## src/rtl/vm_pkg.sv

```systemverilog
// vm_pkg: coin encodings, coin values, FSM state encoding and credit width
// shared by the coin credit accumulator and its coin decoder.
package vm_pkg;
   localparam int CREDIT_W = 8;
   typedef enum logic [1:0] {
      COIN_5   = 2'b00,
      COIN_10  = 2'b01,
      COIN_25  = 2'b10,
      COIN_INV = 2'b11
   } coin_e;
   localparam logic [CREDIT_W-1:0] VAL_5  = 8'd1;
   localparam logic [CREDIT_W-1:0] VAL_10 = 8'd2;
   localparam logic [CREDIT_W-1:0] VAL_25 = 8'd5;
   typedef enum logic [1:0] {
      S_IDLE      = 2'b00,
      S_COLLECT   = 2'b01,
      S_VEND_WAIT = 2'b10
   } state_e;
endpackage

```

## src/rtl/coin_decoder.sv

```systemverilog
// coin_decoder: maps a coin_type code to its credit value in 5-cent units
// and flags the unused code; purely combinational.
module coin_decoder
   import vm_pkg::*;
(
   input  logic [1:0]          coin_type_i,
   output logic [CREDIT_W-1:0] value_o,
   output logic                invalid_o
);
   always_comb begin
      value_o   = coin_type_i == COIN_5  ? VAL_5  :
                  coin_type_i == COIN_10 ? VAL_10 :
                  coin_type_i == COIN_25 ? VAL_25 : '0;
      invalid_o = coin_type_i == COIN_INV;
   end
endmodule

```

## src/rtl/coin_credit_accumulator.sv

```systemverilog
// coin_credit_accumulator: vending credit FSM (IDLE/COLLECT/VEND_WAIT) with vend handshake and refunds.
// Optional idle auto-refund in COLLECT is enabled by defining COIN_TIMEOUT_EN.
module coin_credit_accumulator
   import vm_pkg::*;
#(
   parameter logic [CREDIT_W-1:0] MAX_CREDIT     = 8'd200,
   parameter int                  TIMEOUT_CYCLES = 1000
)(
   input  logic                clk,
   input  logic                rst_n,
   input  logic                coin_valid,
   input  logic [1:0]          coin_type,
   input  logic                sel_valid,
   input  logic [CREDIT_W-1:0] price,
   input  logic                cancel,
   input  logic                vend_ack,
   output logic [CREDIT_W-1:0] credit,
   output logic                vend_req,
   output logic                change_valid,
   output logic [CREDIT_W-1:0] change_amt,
   output logic                coin_reject
);
   state_e              state_q, state_d;
   logic [CREDIT_W-1:0] credit_q, credit_d;
   logic [CREDIT_W-1:0] price_q, price_d;
   logic                vend_req_q, vend_req_d;
   logic                change_valid_q, change_valid_d;
   logic [CREDIT_W-1:0] change_amt_q, change_amt_d;
   logic                coin_reject_q, coin_reject_d;
   logic [CREDIT_W-1:0] coin_val;
   logic                coin_inv;
   logic [CREDIT_W:0]   sum;
   logic                timeout_hit;
   logic                do_cancel;
   logic                do_sel;
   logic                coin_ok;

   coin_decoder u_dec (
      .coin_type_i (coin_type),
      .value_o     (coin_val),
      .invalid_o   (coin_inv)
   );

`ifdef COIN_TIMEOUT_EN
   localparam int TW = $clog2(TIMEOUT_CYCLES + 1);
   logic [TW-1:0] tmo_q, tmo_d;
   assign timeout_hit = state_q == S_COLLECT && !coin_valid && tmo_q == TW'(TIMEOUT_CYCLES - 1);
   assign tmo_d       = (state_q == S_COLLECT && !coin_valid) ? tmo_q + 1'b1 : '0;
   always_ff @(posedge clk or negedge rst_n) begin
      if (!rst_n) tmo_q <= '0;
      else        tmo_q <= tmo_d;
   end
`else
   assign timeout_hit = 1'b0;
`endif

   // Event priority: cancel (or timeout) > select > coin; a coin loses only to an event that acts.
   assign sum       = {1'b0, credit_q} + {1'b0, coin_val};
   assign do_cancel = state_q == S_COLLECT && (cancel || timeout_hit);
   assign do_sel    = state_q == S_COLLECT && sel_valid && credit_q >= price && !do_cancel;
   assign coin_ok   = coin_valid && !coin_inv && sum <= {1'b0, MAX_CREDIT} &&
                      state_q != S_VEND_WAIT && !do_cancel && !do_sel;

   always_comb begin
      state_d        = state_q;
      credit_d       = credit_q;
      price_d        = price_q;
      vend_req_d     = 1'b0;
      change_valid_d = 1'b0;
      change_amt_d   = '0;
      coin_reject_d  = coin_valid && !coin_ok;
      if (do_cancel) begin
         change_valid_d = 1'b1;
         change_amt_d   = credit_q;
         credit_d       = '0;
         state_d        = S_IDLE;
      end else if (do_sel) begin
         price_d    = price;
         vend_req_d = 1'b1;
         state_d    = S_VEND_WAIT;
      end else if (state_q == S_VEND_WAIT) begin
         vend_req_d     = !vend_ack;
         change_valid_d = vend_ack;
         change_amt_d   = vend_ack ? credit_q - price_q : '0;
         credit_d       = vend_ack ? '0 : credit_q;
         state_d        = vend_ack ? S_IDLE : S_VEND_WAIT;
      end else if (coin_ok) begin
         credit_d = sum[CREDIT_W-1:0];
         state_d  = S_COLLECT;
      end
   end

   always_ff @(posedge clk or negedge rst_n) begin
      if (!rst_n) begin
         state_q        <= S_IDLE;
         credit_q       <= '0;
         price_q        <= '0;
         vend_req_q     <= 1'b0;
         change_valid_q <= 1'b0;
         change_amt_q   <= '0;
         coin_reject_q  <= 1'b0;
      end else begin
         state_q        <= state_d;
         credit_q       <= credit_d;
         price_q        <= price_d;
         vend_req_q     <= vend_req_d;
         change_valid_q <= change_valid_d;
         change_amt_q   <= change_amt_d;
         coin_reject_q  <= coin_reject_d;
      end
   end

   assign credit       = credit_q;
   assign vend_req     = vend_req_q;
   assign change_valid = change_valid_q;
   assign change_amt   = change_amt_q;
   assign coin_reject  = coin_reject_q;
endmodule

```

## config.mk

```make
export PLATFORM = sky130hd
export DESIGN_NAME = coin_credit_accumulator
export DESIGN_NICKNAME = d
export VERILOG_FILES = /design/src/rtl/vm_pkg.sv /design/src/rtl/coin_decoder.sv /design/src/rtl/coin_credit_accumulator.sv
export SDC_FILE = /design/constraint.sdc
export NUM_CORES = 1
export LEC_CHECK = 0
export CORE_MARGIN = 2
export CORE_UTILIZATION = 50
export DETAILED_ROUTE_END_ITERATION = 16
export PLACE_DENSITY_LB_ADDON = 0.15
export REMOVE_ABC_BUFFERS = 1
export SLEW_MARGIN = 40
export SYNTH_ARGS = -nofsm -noshare
export SYNTH_HDL_FRONTEND = slang
export SYNTH_HIERARCHICAL = 1
export SYNTH_SLANG_ARGS = --single-unit
```

## constraint.sdc

```tcl
create_clock -name clk -period 2.99 [get_ports clk]
set_input_delay 0.897 -clock clk [delete_from_list [all_inputs] [get_ports clk]]
set_output_delay 0.897 -clock clk [all_outputs]
set_load 0.01 [all_outputs]
```

== Yosys cells after proc, flatten, opt, wreduce, memory -nomap -nowiden ==
Index checks and enable logic that the tools add are counted.

* Bits in registers: 29
* Input bits: 16
* Output and inout port bits: 19
* Logic and storage cells: 63

* Add/subtract/negate cells: 2
* Magnitude comparators: 2
* Equality and inequality tests: 8
* Muxes and demuxes: 23
* Bitwise logic cells: 1
* Reduce and logical (&&, ||, !) cells: 20

{| class="wikitable"
|+ Operator list
! cell !! count
|-
| 8-bit two-way mux || 11
|-
| 1-bit logical AND || 10
|-
| 2-bit two-way mux || 5
|-
| 8-bit by 8-bit adder with 9-bit output || 1
|-
| 9-bit by 8-bit less-or-equal comparator with 1-bit output (second input constant) || 1
|-
| 8-bit greater-or-equal comparator || 1
|-
| 8-bit subtractor || 1
|-
| 2-bit equality test (second input constant) || 3
|-
| 1-bit two-way mux || 6
|-
| 1-bit zero test || 5
|-
| 2-bit by 1-bit equality test with 1-bit output (second input constant) || 2
|-
| 2-bit inequality test (second input constant) || 2
|-
| 4-bit nonzero test || 1
|-
| 3-bit two-way mux || 1
|-
| 3-bit inequality test (second input constant) || 1
|-
| 3-bit AND reduction || 1
|-
| 3-bit nonzero test || 1
|-
| 2-bit zero test || 1
|-
| 2-bit AND reduction || 1
|-
| 1-bit NOT || 1
|}

== Logic depth before layout (Yosys ltp) ==
Gate-level depths: netlist (run 1).

* Word-level depth: 14
* Mapped depth: 11
* Mapped depth without buffers: 10

== Modules after synthesis ==
Netlist (run 1), hierarchy kept.

{| class="wikitable"
|+ Modules (own cells, without submodules)
! module !! times used !! cells each !! area each (sq um) !! sequential area each (sq um)
|-
| coin_credit_accumulator || 1 || 198 || 1985.7 || 725.7
|-
| coin_decoder || 1 || 10 || 67.6 || 0.0
|}

== Worst setup path before layout (run 1) ==
No wires, ideal clock.

* Path kind: input to register
* From: in coin_type[0]
* To: reg credit_q[3] (netlist: credit[3])
* Setup time: 0.121 ns
* Data arrival time: 2.872 ns
* Required time: 2.869 ns
* Setup slack: -0.003 ns
* Stages: 11
* Buffers on the path: 1
* Cell sequence: inv_1 > ha_1 > fa_1 > a211oi_2 > o21ai_1 > o21ai_1 > xnor2_2 > o311ai_4 > and2_4 > buf_6 > a32o_2

* Longest elaborated chain between the ends: 12
* Elaborated cells on any way between the ends: 21
* Those cells by class: 1 x add/sub; 1 x order compare; 3 x eq/ne; 7 x mux; 9 x reduce/logical

{| class="wikitable"
|+ Ends and longest elaborated chain
! item !! RTL line !! RTL
|-
| start: declaration || coin_credit_accumulator.sv:12 || <nowiki>input logic [1:0] coin_type,</nowiki>
|-
| 2-bit equality test || coin_decoder.sv:13 || <nowiki>coin_type_i == COIN_25 ? VAL_25 : '0;</nowiki>
|-
| 3-bit two-way mux || coin_decoder.sv:13 ||
|-
| 8-bit two-way mux || coin_decoder.sv:12 || <nowiki>coin_type_i == COIN_10 ? VAL_10 :</nowiki>
|-
| 8-bit two-way mux || coin_decoder.sv:11 || <nowiki>value_o = coin_type_i == COIN_5 ? VAL_5 :</nowiki>
|-
| 8-bit by 8-bit adder with 9-bit output || coin_credit_accumulator.sv:58 || <nowiki>assign sum = {1'b0, credit_q} + {1'b0, coin_val};</nowiki>
|-
| 9-bit by 8-bit less-or-equal comparator with 1-bit output || coin_credit_accumulator.sv:61 || <nowiki>assign coin_ok = coin_valid && !coin_inv && sum <= {1'b0, MAX_CREDIT} &&</nowiki>
|-
| 1-bit logical AND (2 in a row) || coin_credit_accumulator.sv:61 ||
|-
| 1-bit logical AND (2 in a row) || coin_credit_accumulator.sv:62 || <nowiki>state_q != S_VEND_WAIT && !do_cancel && !do_sel;</nowiki>
|-
| 3-bit nonzero test (no line) || - ||
|-
| 3-bit AND reduction (no line) || - ||
|-
| end signal: assignment || coin_credit_accumulator.sv:104 || <nowiki>credit_q <= credit_d;</nowiki>
|-
| end: declaration || coin_credit_accumulator.sv:24 || <nowiki>logic [CREDIT_W-1:0] credit_q, credit_d;</nowiki>
|}

Parallel ways exist; a longest one is shown, timed or not. The select of a mux whose other input is x is not followed.
A chain may end at the register's enable or synchronous reset.

== Worst setup path in the final report (run 1) ==
* From: in coin_type[1]
* To: reg credit_q[3] (netlist: credit[3])

* Elaborated cells on any way between the ends: 21
* Those cells by class: 1 x add/sub; 1 x order compare; 3 x eq/ne; 7 x mux; 9 x reduce/logical

{| class="wikitable"
|+ RTL lines
! item !! RTL line !! RTL
|-
| 2-bit by 1-bit equality test with 1-bit output || coin_decoder.sv:12 ||
|-
| 8-bit two-way mux || coin_decoder.sv:12 ||
|-
| 8-bit two-way mux (*) || coin_decoder.sv:11 ||
|-
| via coin_val[1] || coin_credit_accumulator.sv:30 || <nowiki>logic [CREDIT_W-1:0] coin_val;</nowiki>
|-
| 8-bit by 8-bit adder with 9-bit output (*) || coin_credit_accumulator.sv:58 ||
|-
| 9-bit by 8-bit less-or-equal comparator with 1-bit output || coin_credit_accumulator.sv:61 ||
|-
| 1-bit logical AND (2 in a row) || coin_credit_accumulator.sv:61 ||
|-
| 1-bit logical AND (2 in a row) || coin_credit_accumulator.sv:62 ||
|-
| 3-bit nonzero test (no line) || - ||
|-
| 3-bit AND reduction (no line) || - ||
|}

Mark *: on every way through the listed nets, which the timed path passes. The rest lies on a longest branch. The select of a mux whose other input is x is not followed.

==> reports/metrics.csv, run 1 <==
stage;metric;value;unit
logic_synthesis;Post-synth EDFFs;0;
floorplan;die height;68.1;µm
logic_synthesis;Cell Area, Synth;2050;µm²
sta;achievable frequency;0.346;GHz
final_layout;most frequent cells in the layout;clkdlybuf4s50_1, dfrtp_1, ha_1;
run;Max-cap violations;0;
clock_network;number of buffers created by CTS;5;
sta;RSZ-0062 raised after global routing;false;
worst_setup_path;critical path data arrival time;3060;ps
route;initial DRC count;122;
pwr;Max IR drop VDD;0.581;mV
worst_setup_path;reg2reg end;credit[3]$_DFFE_PN0P_;
global_route;largest net degree at the start of global routing;30;
route;detailed-router iteration count before antenna repair;4;
worst_setup_path;beginning of the critical path;coin_type[1];
sta;hold violation count in the final report;0;
pwr;Pwr Total;0.00260;W
global_route;vias in the first global route;1676;
global_route;total grt overflow;0;
logic_synthesis;Ys Warns;6;
worst_setup_path;R2R Setup Slk;550;ps
clock_network;worst skew pair latency;280;ps
global_route;initial antenna violation count;0;
global_route;GR peak layer;met2;
route;routed via count;1685;
floorplan;row count;23;
floorplan;io pins;35;
place;dpl hpwl;3.48;mm
route;drt wl/cell;14.1;µm
floorplan;Die Width;68.1;µm
logic_synthesis;Synth async-reset ratio;100;%
place;dpl ws;-624;ps
final_layout;most common cell after layout, fill and taps aside;clkdlybuf4s50_1;
logic_synthesis;sequential area share after synthesis;35.3;%
sta;Worst Clk Skew;4.09;ps
logic_synthesis;Post-Syn Instances;208;
place;GP Congestion;0.788;
min_path;Hold Path Class;flip-flop to flip-flop;
worst_setup_path;critical path capture point;credit[3]$_DFFE_PN0P_;
logic_synthesis;Netlist cell types;50;
floorplan;Initial Util;51.7;%
clock_network;hold buffers post-CTS;0;
worst_setup_path;CP max FO;7;
clock_network;Max clock buf depth;2;
worst_setup_path;critical path class;primary input to flip-flop;
worst_setup_path;origin of the critical flop-to-flop path;credit[0]$_DFFE_PN0P_;
worst_setup_path;Worst Path Required;3150;ps
pwr;LEAKAGE;1.29;nW
logic_synthesis;top_reg_cell synth;dfrtp_1;
final_layout;Post-layout nets;307;
sta;final hold slack;482;ps
logic_synthesis;FF+latch count, synth;29;
global_route;met1 Use GR;24.8;%
route;routed wire length;4.46;mm
sta;post-route setup slack;97.3;ps
clock_network;Clock Sinks;29;
route;antenna viol nets, final;0;
place;Port-buffer cells;34;
outcome;status;finished, final reports clean;
clock_network;CTS tree;built;
floorplan;core area;3970;µm²
route;DRC violations left;0;
clock_network;CTS root buf;clkbuf_8;
final_layout;Layout area overhead;32.4;%
final_layout;antenna fix cells;0;
sta;period utilization;96.7;%
global_route;first-pass GRT wire length;7.32;mm
worst_setup_path;Worst R2R Path Depth;8;
route;drt via density;5.33;
floorplan;die area;4630;µm²
logic_synthesis;synthesized area per cell;9.87;µm²
sta;minimum clock period;2890;ps
final_layout;fraction of layout instances using a drive strength above 1;20.3;%
sta;Max Transition Viols Final;0;
pwr;power density cells;956;nW/µm²
worst_setup_path;CP Launch Type;primary input;
sta;total negative setup slack;0;ps
sta;Setup violations, final;0;
global_route;GR Util met3;3.29;%
global_route;GRT Overall Usage;21.4;%
global_route;met2 Use GR;38.7;%
worst_setup_path;Crit. End Element;flip-flop;
clock_network;htree depth;2;
clock_network;Worst-path clk slew;60;ps
final_layout;Filler cells;317;
[critical path, cell delays in order]
cell and delay [ps]:
dlygate4sd2_1 230, and2b_2 260, fa_2 360, buf_4 140, xor2_1 140, o311a_1 340, o311ai_4 300, o211ai_4 150
a32o_2 240
[power breakdown]
| group | switching, W | internal, W |
|---|---|---|
| Combinational | 0.000769 | 0.000857 |
| Clock | 0.000135 | 0.000182 |
| Sequential | 0.000141 | 0.000517 |
| Total | 0.00105 | 0.00156 |
[logic make-up after synthesis]
| logic type | after synthesis | share of synthesized area (%) |
|---|---|---|
| flip-flops | 29 | 35.3 |
| buffers and inverters | 25 | 5.85 |
| AND/OR/NAND/NOR | 54 | 13.3 |
| multiplexers | 1 | 0.548 |
| other | 1 | 0.183 |
| XOR/XNOR | 10 | 5.00 |
| AO/OA/AOI/OAI | 63 | 23.8 |
| adder cells (fa/ha/maj) | 25 | 16.0 |
[layer usage]
metal | up-vias | wire, µm
met5 | - | 0
met2 | 31 | 2310
met4 | 0 | 122
met1 | 798 | 1880
met3 | 12 | 148
li1 | 844 | -
[worst min path at each step]
stage                              to  slack [ps]  depth (start not counted)                   start
2_1_floorplan  price_q[1]$_DFFE_PN0P_         450                          2  price_q[1]$_DFFE_PN0P_
3_3_place_gp   price_q[5]$_DFFE_PN0P_         470                          2  price_q[5]$_DFFE_PN0P_
6_report       price_q[2]$_DFFE_PN0P_         480                          2  price_q[2]$_DFFE_PN0P_
5_1_grt        price_q[5]$_DFFE_PN0P_         520                          2  price_q[5]$_DFFE_PN0P_
3_5_place_dp   price_q[2]$_DFFE_PN0P_         470                          2  price_q[2]$_DFFE_PN0P_
4_1_cts        price_q[2]$_DFFE_PN0P_         490                          2  price_q[2]$_DFFE_PN0P_
[synth_stat cells (2+ instances only)]
cell type	count	area [µm²]
a21o_1	3	22.5
a21oi_1	7	35.0
a22o_1	7	61.3
a32o_1	2	20.0
buf_4	5	37.5
clkbuf_1	2	7.51
dfrtp_1	29	726
fa_1	2	40.0
ha_1	23	288
inv_1	17	63.8
nand2_1	19	71.3
nand2b_1	4	25.0
nand4_1	2	12.5
nor2_1	13	48.8
nor2b_1	4	25.0
o21a_1	6	45.0
o21ai_0	18	90.1
o21ai_1	2	10.0
o21ai_2	3	26.3
o31ai_1	2	15.0
or2_2	2	12.5
xnor2_1	3	26.3
xnor2_2	2	32.5
xor2_1	5	43.8
[layout make-up]
cell class / count / area, µm² / share of cell area [%]
repair buffers: 54 / 490 / 18.0
well taps: 50 / 62.6 / 2.30
clock buffers: 7 / 86.3 / 3.18
multi-input cells: 159 / 1290 / 47.4
flip-flops and latches: 29 / 726 / 26.7
inverters: 17 / 63.8 / 2.35
[what timing repair did]
item,in CTS,in global routing
gates resized for setup,10,4
cloned,1,0
endpoints found under the setup margin,11,10
buffers inserted,0,1
pin swaps,6,9
[sequential cells by signal, indices dropped and copies added, names as in the netlist]
register / flops
price_q: 8
vend_req: 1
coin_reject: 1
state_q: 2
change_valid: 1
change_amt: 8
credit: 8
[stage by stage]
| step | utilization (%) | cell area [µm²] | cells |
|---|---|---|---|
| after global routing | 68.5 | 2720 | 316 |
| after floorplan | - | 2010 | 204 |
| final | 68.5 | 2720 | 316 |
| after CTS | 67.6 | 2690 | 315 |
| after detailed placement | 64.4 | 2560 | 307 |
| after global placement | 64.4 | 2560 | 307 |
No activity file was read; power rests on OpenSTA's default activity.
==> run 2: changes to the inputs <==
REMOVE_ABC_BUFFERS = unset   (was 1)
==> run 2 against run 1 <==
Combinational power hardly changed. Power increased by 0.83%. Sequential power fell by 0.6%. Clock power fell by 1%.
==> reports/metrics.csv, run 2 (same netlist as run 1, synthesis figures left out) <==
stage;metric;value;unit;change
pwr;power density cells;970;nW/µm²;+1.4%
place;Port-buffer cells;34;;unchanged
global_route;largest net degree at the start of global routing;30;;unchanged
floorplan;die area;4630;µm²;unchanged
route;routed wire length;4.45;mm;-0.25%
global_route;initial antenna violation count;0;;unchanged
route;DRC violations left;0;;unchanged
place;dpl hpwl;3.33;mm;-4.4%
floorplan;io pins;35;;unchanged
final_layout;antenna fix cells;0;;unchanged
floorplan;core area;3970;µm²;unchanged
sta;hold violation count in the final report;0;;unchanged
sta;Rel. slew slack;64.3;%;
sta;Setup violations, final;0;;unchanged
worst_setup_path;Buf/Inv on CP;4;;+2
outcome;status;finished, final reports clean;;
worst_setup_path;CP max FO;3;;-4
route;antenna viol nets, final;0;;unchanged
sta;Worst-Margin Slew;528;ps;
route;detailed-router iteration count before antenna repair;4;;unchanged
sta;period utilization;95.7;%;-1.1 points
pwr;Reg power frac;24.9;%;-0.4 points
place;GP Congestion;0.787;;-0.11%
global_route;vias in the first global route;1644;;-1.9%
final_layout;most common cell after layout, fill and taps aside;clkdlybuf4s50_1;;
clock_network;hold buffers post-CTS;0;;unchanged
worst_setup_path;Worst Path Required;3170;ps;+20 ps
pwr;sw frac;41.1;%;+0.94 points
pwr;LEAKAGE;1.28;nW;-0.72%
worst_setup_path;CP Launch Type;primary input;;
clock_network;CTS root buf;clkbuf_8;;
floorplan;Initial Util;51.7;%;unchanged
global_route;total grt overflow;0;;unchanged
floorplan;row count;23;;unchanged
place;post-place instance area;2530;µm²;-1.1%
worst_setup_path;CP max stage cell;clkdlybuf4s50_1;;
route;drt via density;5.35;;+0.34%
worst_setup_path;critical path data arrival time;3040;ps;-20 ps
global_route;first-pass GRT wire length;7.49;mm;+2.4%
pwr;combinational power share;63.2;%;+0.7 points
final_layout;Filler cells;320;;+0.95%
final_layout;Layout Utilization;68.1;%;-0.41 points
final_layout;post-route cell area;2700;µm²;-0.60%
sta;RSZ-0062 raised after global routing;false;;
worst_setup_path;cell family with most CP delay;compound AO/OA/AOI/OAI gates;;
min_path;Hold Path Class;flip-flop to flip-flop;;
clock_network;Worst-path clk slew;60;ps;about the same
clock_network;number of buffers created by CTS;5;;unchanged
floorplan;Die Width;68.1;µm;unchanged
clock_network;Clock Sinks;29;;unchanged
worst_setup_path;critical path class;primary input to flip-flop;;
sta;Max Transition Viols Final;0;;unchanged
final_layout;Post-layout nets;304;;-0.98%
final_layout;fraction of layout instances using a drive strength above 1;21.2;%;+0.91 points
clock_network;CTS tree;built;;
worst_setup_path;crit path cell chain;clkdlybuf4s50_1 > inv_1 > ha_1 > buf_4 > a21oi_2 > o21a_1 > o31ai_4 > nand2_1 > o21a_1 > buf_4 > o21ai_0 > a32o_2;;
final_layout;most frequent cells in the layout;clkdlybuf4s50_1, dfrtp_1, ha_1;;
pwr;sw power;0.00108;W;+3.2%
final_layout;Post-Layout Cell Count;314;;-0.63%
global_route;GRT Overall Usage;22.1;%;+0.64 points
route;routed via count;1680;;-0.30%
pwr;clock share of power;12.0;%;-0.2 points
worst_setup_path;Crit path largest cell delay;480;ps;+120 ps
route;initial DRC count;79;;-35%
sta;achievable frequency;0.350;GHz;+1.1%
clock_network;Max clock buf depth;2;;unchanged
floorplan;die height;68.1;µm;unchanged
clock_network;htree depth;2;;unchanged
pwr;Max IR drop VDD;0.493;mV;-15%
route;drt wl/cell;14.2;µm;+0.39%
worst_setup_path;Crit. End Element;flip-flop;;
sta;minimum clock period;2860;ps;-31.9 ps
place;Placed Cells;303;;-1.3%
final_layout;Layout area overhead;31.6;%;
run;Max-cap violations;0;;unchanged
clock_network;worst skew pair latency;290;ps;about the same
pwr;Internal;0.00154;W;-0.76%
sta;Worst Clk Skew;4.42;ps;+0.335 ps
-- run 2: changes by cell type in the layout (fill, tap and decap cells not counted), moves of 2 or more --
cell	previous run	this run
buf_4	20	17
clkbuf_1	1	3
clkbuf_2	0	2
o21ai_1	2	0
o21ai_2	3	5
xor2_1	5	3
xor2_2	0	2
-- run 2: area by class of cell --
type	count	area, µm²	share of cell area (%)
Clock buffer	8	80.1	2.96
Inverter	17	63.8	2.36
Multi-Input combinational cell	159	1310	48.6
Sequential cell	29	726	26.9
Tap cell	50	62.6	2.31
Timing Repair Buffer	51	458	16.9
-- run 2: through the flow --
| stage | hold WS, ps | setup WS (ps) | TNS, ps | total power, W |
|---|---|---|---|---|
| global route | 524 | 9.25 | 0 | 0.00284 |
| detailed placement | 473 | -468 | -4750 | 0.00217 |
| finish | 484 | 129 | 0 | 0.00262 |
| global placement | 462 | -414 | -4180 | 0.00214 |
| CTS | 488 | 43.2 | 0 | 0.00254 |
| floorplan | 450 | 53.2 | 0 | 0.00169 |
-- run 2: worst paths after layout --
check                      slack [ps]  depth (start not counted)                   start                      end
max                               130                         12                price[7]    credit[7]$_DFFE_PN0P_
min                               480                          2  price_q[2]$_DFFE_PN0P_   price_q[2]$_DFFE_PN0P_
max reg2reg                       550                         10   credit[0]$_DFFE_PN0P_    credit[7]$_DFFE_PN0P_
min reg2reg                       480                          2  price_q[2]$_DFFE_PN0P_   price_q[2]$_DFFE_PN0P_
max in group asynchronous        1710                          2                   rst_n    credit[5]$_DFFE_PN0P_
min in group asynchronous         990                          2                   rst_n  change_amt[5]$_DFF_PN0_
-- run 2: worst register-to-register path, cell delays in order, from the launching register on --
cell,delay [ps]
dfrtp_1,410
ha_2,210
fa_2,390
a211oi_4,300
o21ai_2,110
a31o_2,250
a21oi_2,110
buf_4,140
and2b_1,110
o21ai_0,70
a32o_2,220
-- run 2: timing repair --
action	4_1_cts	5_1_grt
endpoints found under the setup margin	11	9
gates cloned	1	0
hold endpoints to repair	0	0
buffers inserted	2	0
resized for setup	5	16
pin swaps	11	9
-- run 2: power groups by stage --
stage | registers (W) | clock network (W) | logic (W)
3_3_place_gp | 0.000656 | 0 | 0.00148
6_report | 0.000653 | 0.000313 | 0.00166
2_1_floorplan | 0.000650 | 0 | 0.00104
5_1_grt | 0.000674 | 0.000330 | 0.00184
3_5_place_dp | 0.000658 | 0 | 0.00151
4_1_cts | 0.000653 | 0.000317 | 0.00156
-- run 2: per-layer routing --
layer	up-vias	share of wire, %	routed length (µm)	global-route usage (%)
met4	0	1.8	78	9.00
met5	-	0	0	0
met2	33	47	2090	35.3
met3	8	3.3	147	3.45
li1	834	-	-	-
met1	805	48	2140	29.7
==> run 3: changes to the inputs <==
CAP_MARGIN = 15   (was unset)
SYNTH_HIERARCHICAL = unset   (was 1)
==> run 3 against run 2 <==
The flow now finishes with violations (negative setup slack). Clock skew down 0.75 ps. Cell count up 5.1%. Non-clock buffer count up 14. First-iteration DRC count down 10%. Combinational power down 61%. Die area down 3.7%. Synthesized cell count up 3.4%. Largest cell class unchanged.
==> reports/metrics.csv, run 3 <==
stage;metric;value;unit;change
outcome;status;finished with violations;;
outcome;failing checks;negative setup slack;;
worst_setup_path;critical path data arrival time;3220;ps;+180 ps
final_layout;most common cell after layout, fill and taps aside;clkdlybuf4s50_1;;
route;routed wire length;4.64;mm;+4.2%
logic_synthesis;Synth area leader;dfrtp_1;;
sta;RSZ-0062 raised after global routing;true;;
sta;Max Transition Viols Final;0;;unchanged
logic_synthesis;top_reg_cell synth;dfrtp_1;;
worst_setup_path;crit path cell chain;buf_12 > inv_12 > ha_4 > inv_2 > fa_2 > nand2b_4 > or4_4 > a21oi_4 > o31ai_4 > or2_4 > o31a_2 > o22a_1;;
run;Max-cap violations;0;;unchanged
global_route;total grt overflow;0;;unchanged
final_layout;fraction of layout instances using a drive strength above 1;22.7;%;+1.5 points
logic_synthesis;Synth area leaders;dfrtp_1, ha_1, o21ai_0;;
clock_network;Clock Sinks;29;;unchanged
floorplan;core area;3720;µm²;-6.4%
logic_synthesis;Yosys top cell area share;36.8;%;+1.4 points
logic_synthesis;synthesized area per cell;9.18;µm²;-7.0%
global_route;GRT Overall Usage;23.8;%;+1.7 points
logic_synthesis;Cell Area, Synth;1970;µm²;-3.9%
global_route;largest net degree at the start of global routing;30;;unchanged
route;detailed-router iteration count before antenna repair;4;;unchanged
floorplan;die height;66.8;µm;-1.9%
sta;achievable frequency;0.328;GHz;-6.2%
logic_synthesis;Netlist cell types;47;;-6.0%
clock_network;hold buffers post-CTS;0;;unchanged
pwr;LEAKAGE;1.30;nW;+1.7%
sta;period utilization;102;%;+6.3 points
min_path;Hold Path Class;flip-flop to flip-flop;;
sta;post-route setup slack;-59.2;ps;-188 ps
sta;hold violation count in the final report;0;;unchanged
route;routed via count;1782;;+6.1%
place;GP Congestion;0.898;;+14%
sta;Setup violations, final;5;;+5
logic_synthesis;FF+latch count, synth;29;;unchanged
clock_network;CTS root buf;clkbuf_8;;
floorplan;die area;4460;µm²;-3.7%
final_layout;most frequent cells in the layout;clkdlybuf4s50_1, dfrtp_1, buf_4;;
floorplan;io pins;35;;unchanged
final_layout;Layout Utilization;73.8;%;+5.8 points
floorplan;Initial Util;53.1;%;+1.4 points
route;antenna viol nets, final;0;;unchanged
final_layout;Post-layout nets;317;;+4.3%
clock_network;Worst-path clk slew;60;ps;about the same
route;drt via density;5.40;;+0.93%
sta;Rel. slew slack;72.2;%;+7.9 points
worst_setup_path;Crit. End Element;flip-flop;;
logic_synthesis;Post-Synthesis Net Count;251;;
final_layout;Layout area overhead;39.1;%;
global_route;first-pass GRT wire length;7.77;mm;+3.7%
global_route;vias in the first global route;1691;;+2.9%
final_layout;antenna fix cells;0;;unchanged
place;Port-buffer cells;34;;unchanged
clock_network;number of buffers created by CTS;5;;unchanged
pwr;power density cells;530;nW/µm²;-45%
logic_synthesis;Synth async-reset ratio;100;%;unchanged
sta;Worst Clk Skew;3.67;ps;-0.749 ps
place;dpl hpwl;3.55;mm;+6.7%
logic_synthesis;Post-Syn Instances;215;;+3.4%
global_route;initial antenna violation count;0;;unchanged
pwr;Max IR drop VDD;0.356;mV;-28%
sta;total negative setup slack;-156;ps;-156 ps
worst_setup_path;Crit path largest cell delay;490;ps;about the same
logic_synthesis;sequential area share after synthesis;36.8;%;+1.4 points
logic_synthesis;Ys Warns;0;;-6
route;DRC violations left;0;;unchanged
worst_setup_path;Worst Path Required;3160;ps;about the same
floorplan;row count;22;;-4.3%
floorplan;Die Width;66.8;µm;-1.9%
clock_network;CTS tree;built;;
worst_setup_path;CP max FO;7;;+4
clock_network;worst skew pair latency;280;ps;about the same
logic_synthesis;Post-synth EDFFs;0;;unchanged
worst_setup_path;critical path class;primary input to flip-flop;;
worst_setup_path;CP max stage cell;or4_4;;
logic_synthesis;count leader, synth;dfrtp_1;;
route;initial DRC count;71;;-10%
route;drt wl/cell;14.0;µm;-0.89%
logic_synthesis;synth cell count leaders;dfrtp_1, inv_1, nand2_1;;
worst_setup_path;CP Launch Type;primary input;;
sta;Worst-Margin Slew;418;ps;-111 ps
sta;minimum clock period;3050;ps;+188 ps
clock_network;htree depth;2;;unchanged
clock_network;Max clock buf depth;2;;unchanged
[run 3: changes by cell type in the layout (fill, tap and decap cells not counted), moves of 6 or more]
cell	delta
buf_4	+10
ha_1	-6
inv_1	+6
nand2_1	+6
o21a_1	-6
[run 3: worst paths after layout]
| kind | end | start | slack [ps] | depth (start not counted) |
|---|---|---|---|---|
| worst max-delay path | credit[7]$_DFFE_PN0P_ | coin_type[0] | -60 | 12 |
| worst max register to register | credit[7]$_DFFE_PN0P_ | credit[1]$_DFFE_PN0P_ | 200 | 9 |
| max in group asynchronous | coin_reject$_DFF_PN0_ | rst_n | 1720 | 2 |
| min in group asynchronous | price_q[2]$_DFFE_PN0P_ | rst_n | 1000 | 2 |
| worst min-delay path | price_q[0]$_DFFE_PN0P_ | price_q[0]$_DFFE_PN0P_ | 540 | 1 |
| worst min register to register | price_q[0]$_DFFE_PN0P_ | price_q[0]$_DFFE_PN0P_ | 540 | 1 |
[run 3: area by class of cell]
cell class | count | area (µm²)
multi-input combinational | 155 | 1180
sequential | 29 | 726
clock buffer | 8 | 80.1
inverter | 25 | 106
tap | 48 | 60.1
timing repair buffer | 65 | 593
fill | 279 | 972
[run 3: per-stage QoR]
step                instances  cell area, µm²  total power (W)  setup slack (ps)  hold WS, ps
global placement          320            2580          0.00111              -835          499
detailed placement        320            2580          0.00111              -922          527
finish                    330            2740          0.00146             -59.2          538
CTS                       331            2720          0.00145              -189          541
floorplan                 215            2030         0.000861              -295          485
global route              330            2740          0.00156              -125          563
[run 3: power breakdown]
part / total, W / switching (W) / internal (W)
Combinational: 0.000652 / 0.000308 / 0.000344
Clock: 0.000313 / 0.000148 / 0.000165
Sequential: 0.000490 / 0.0000454 / 0.000445
Total: 0.00146 / 0.000502 / 0.000954
[run 3: kinds of logic (layout without fill, tap and decap cells)]
logic type               Yosys count  count (layout)  synth area share [%]
adder cells (fa/ha/maj)           20              20                  13.4
multiplexers                       2               2                  1.14
XOR/XNOR                           7               7                  3.11
AO/OA/AOI/OAI                     60              60                  21.1
AND/OR/NAND/NOR                   66              66                  16.4
buffers and inverters             31              98                  8.05
flip-flops                        29              29                  36.8
[run 3: critical path, delay by kind of cell]
family	cells	cell delay (ps)
AO/OA/AOI/OAI	4	680
AND/OR/NAND/NOR	3	940
adder cells (fa/ha/maj)	2	490
buffers and inverters	3	200
[run 3: repair_timing]
action | 4_1_cts | 5_1_grt
buffers inserted | 3 | 0
cloned | 0 | 0
resized for setup | 13 | 12
endpoints found under the setup margin | 11 | 9
pin swaps | 9 | 11
[run 3: layer usage]
layer / vias up / track usage (%) / routed length [µm]
li1: 887 / - / -
met2: 39 / 39.6 / 2220
met1: 845 / 29.0 / 2130
met3: 11 / 4.90 / 171
met4: 0 / 11.7 / 112
met5: - / 0 / 0
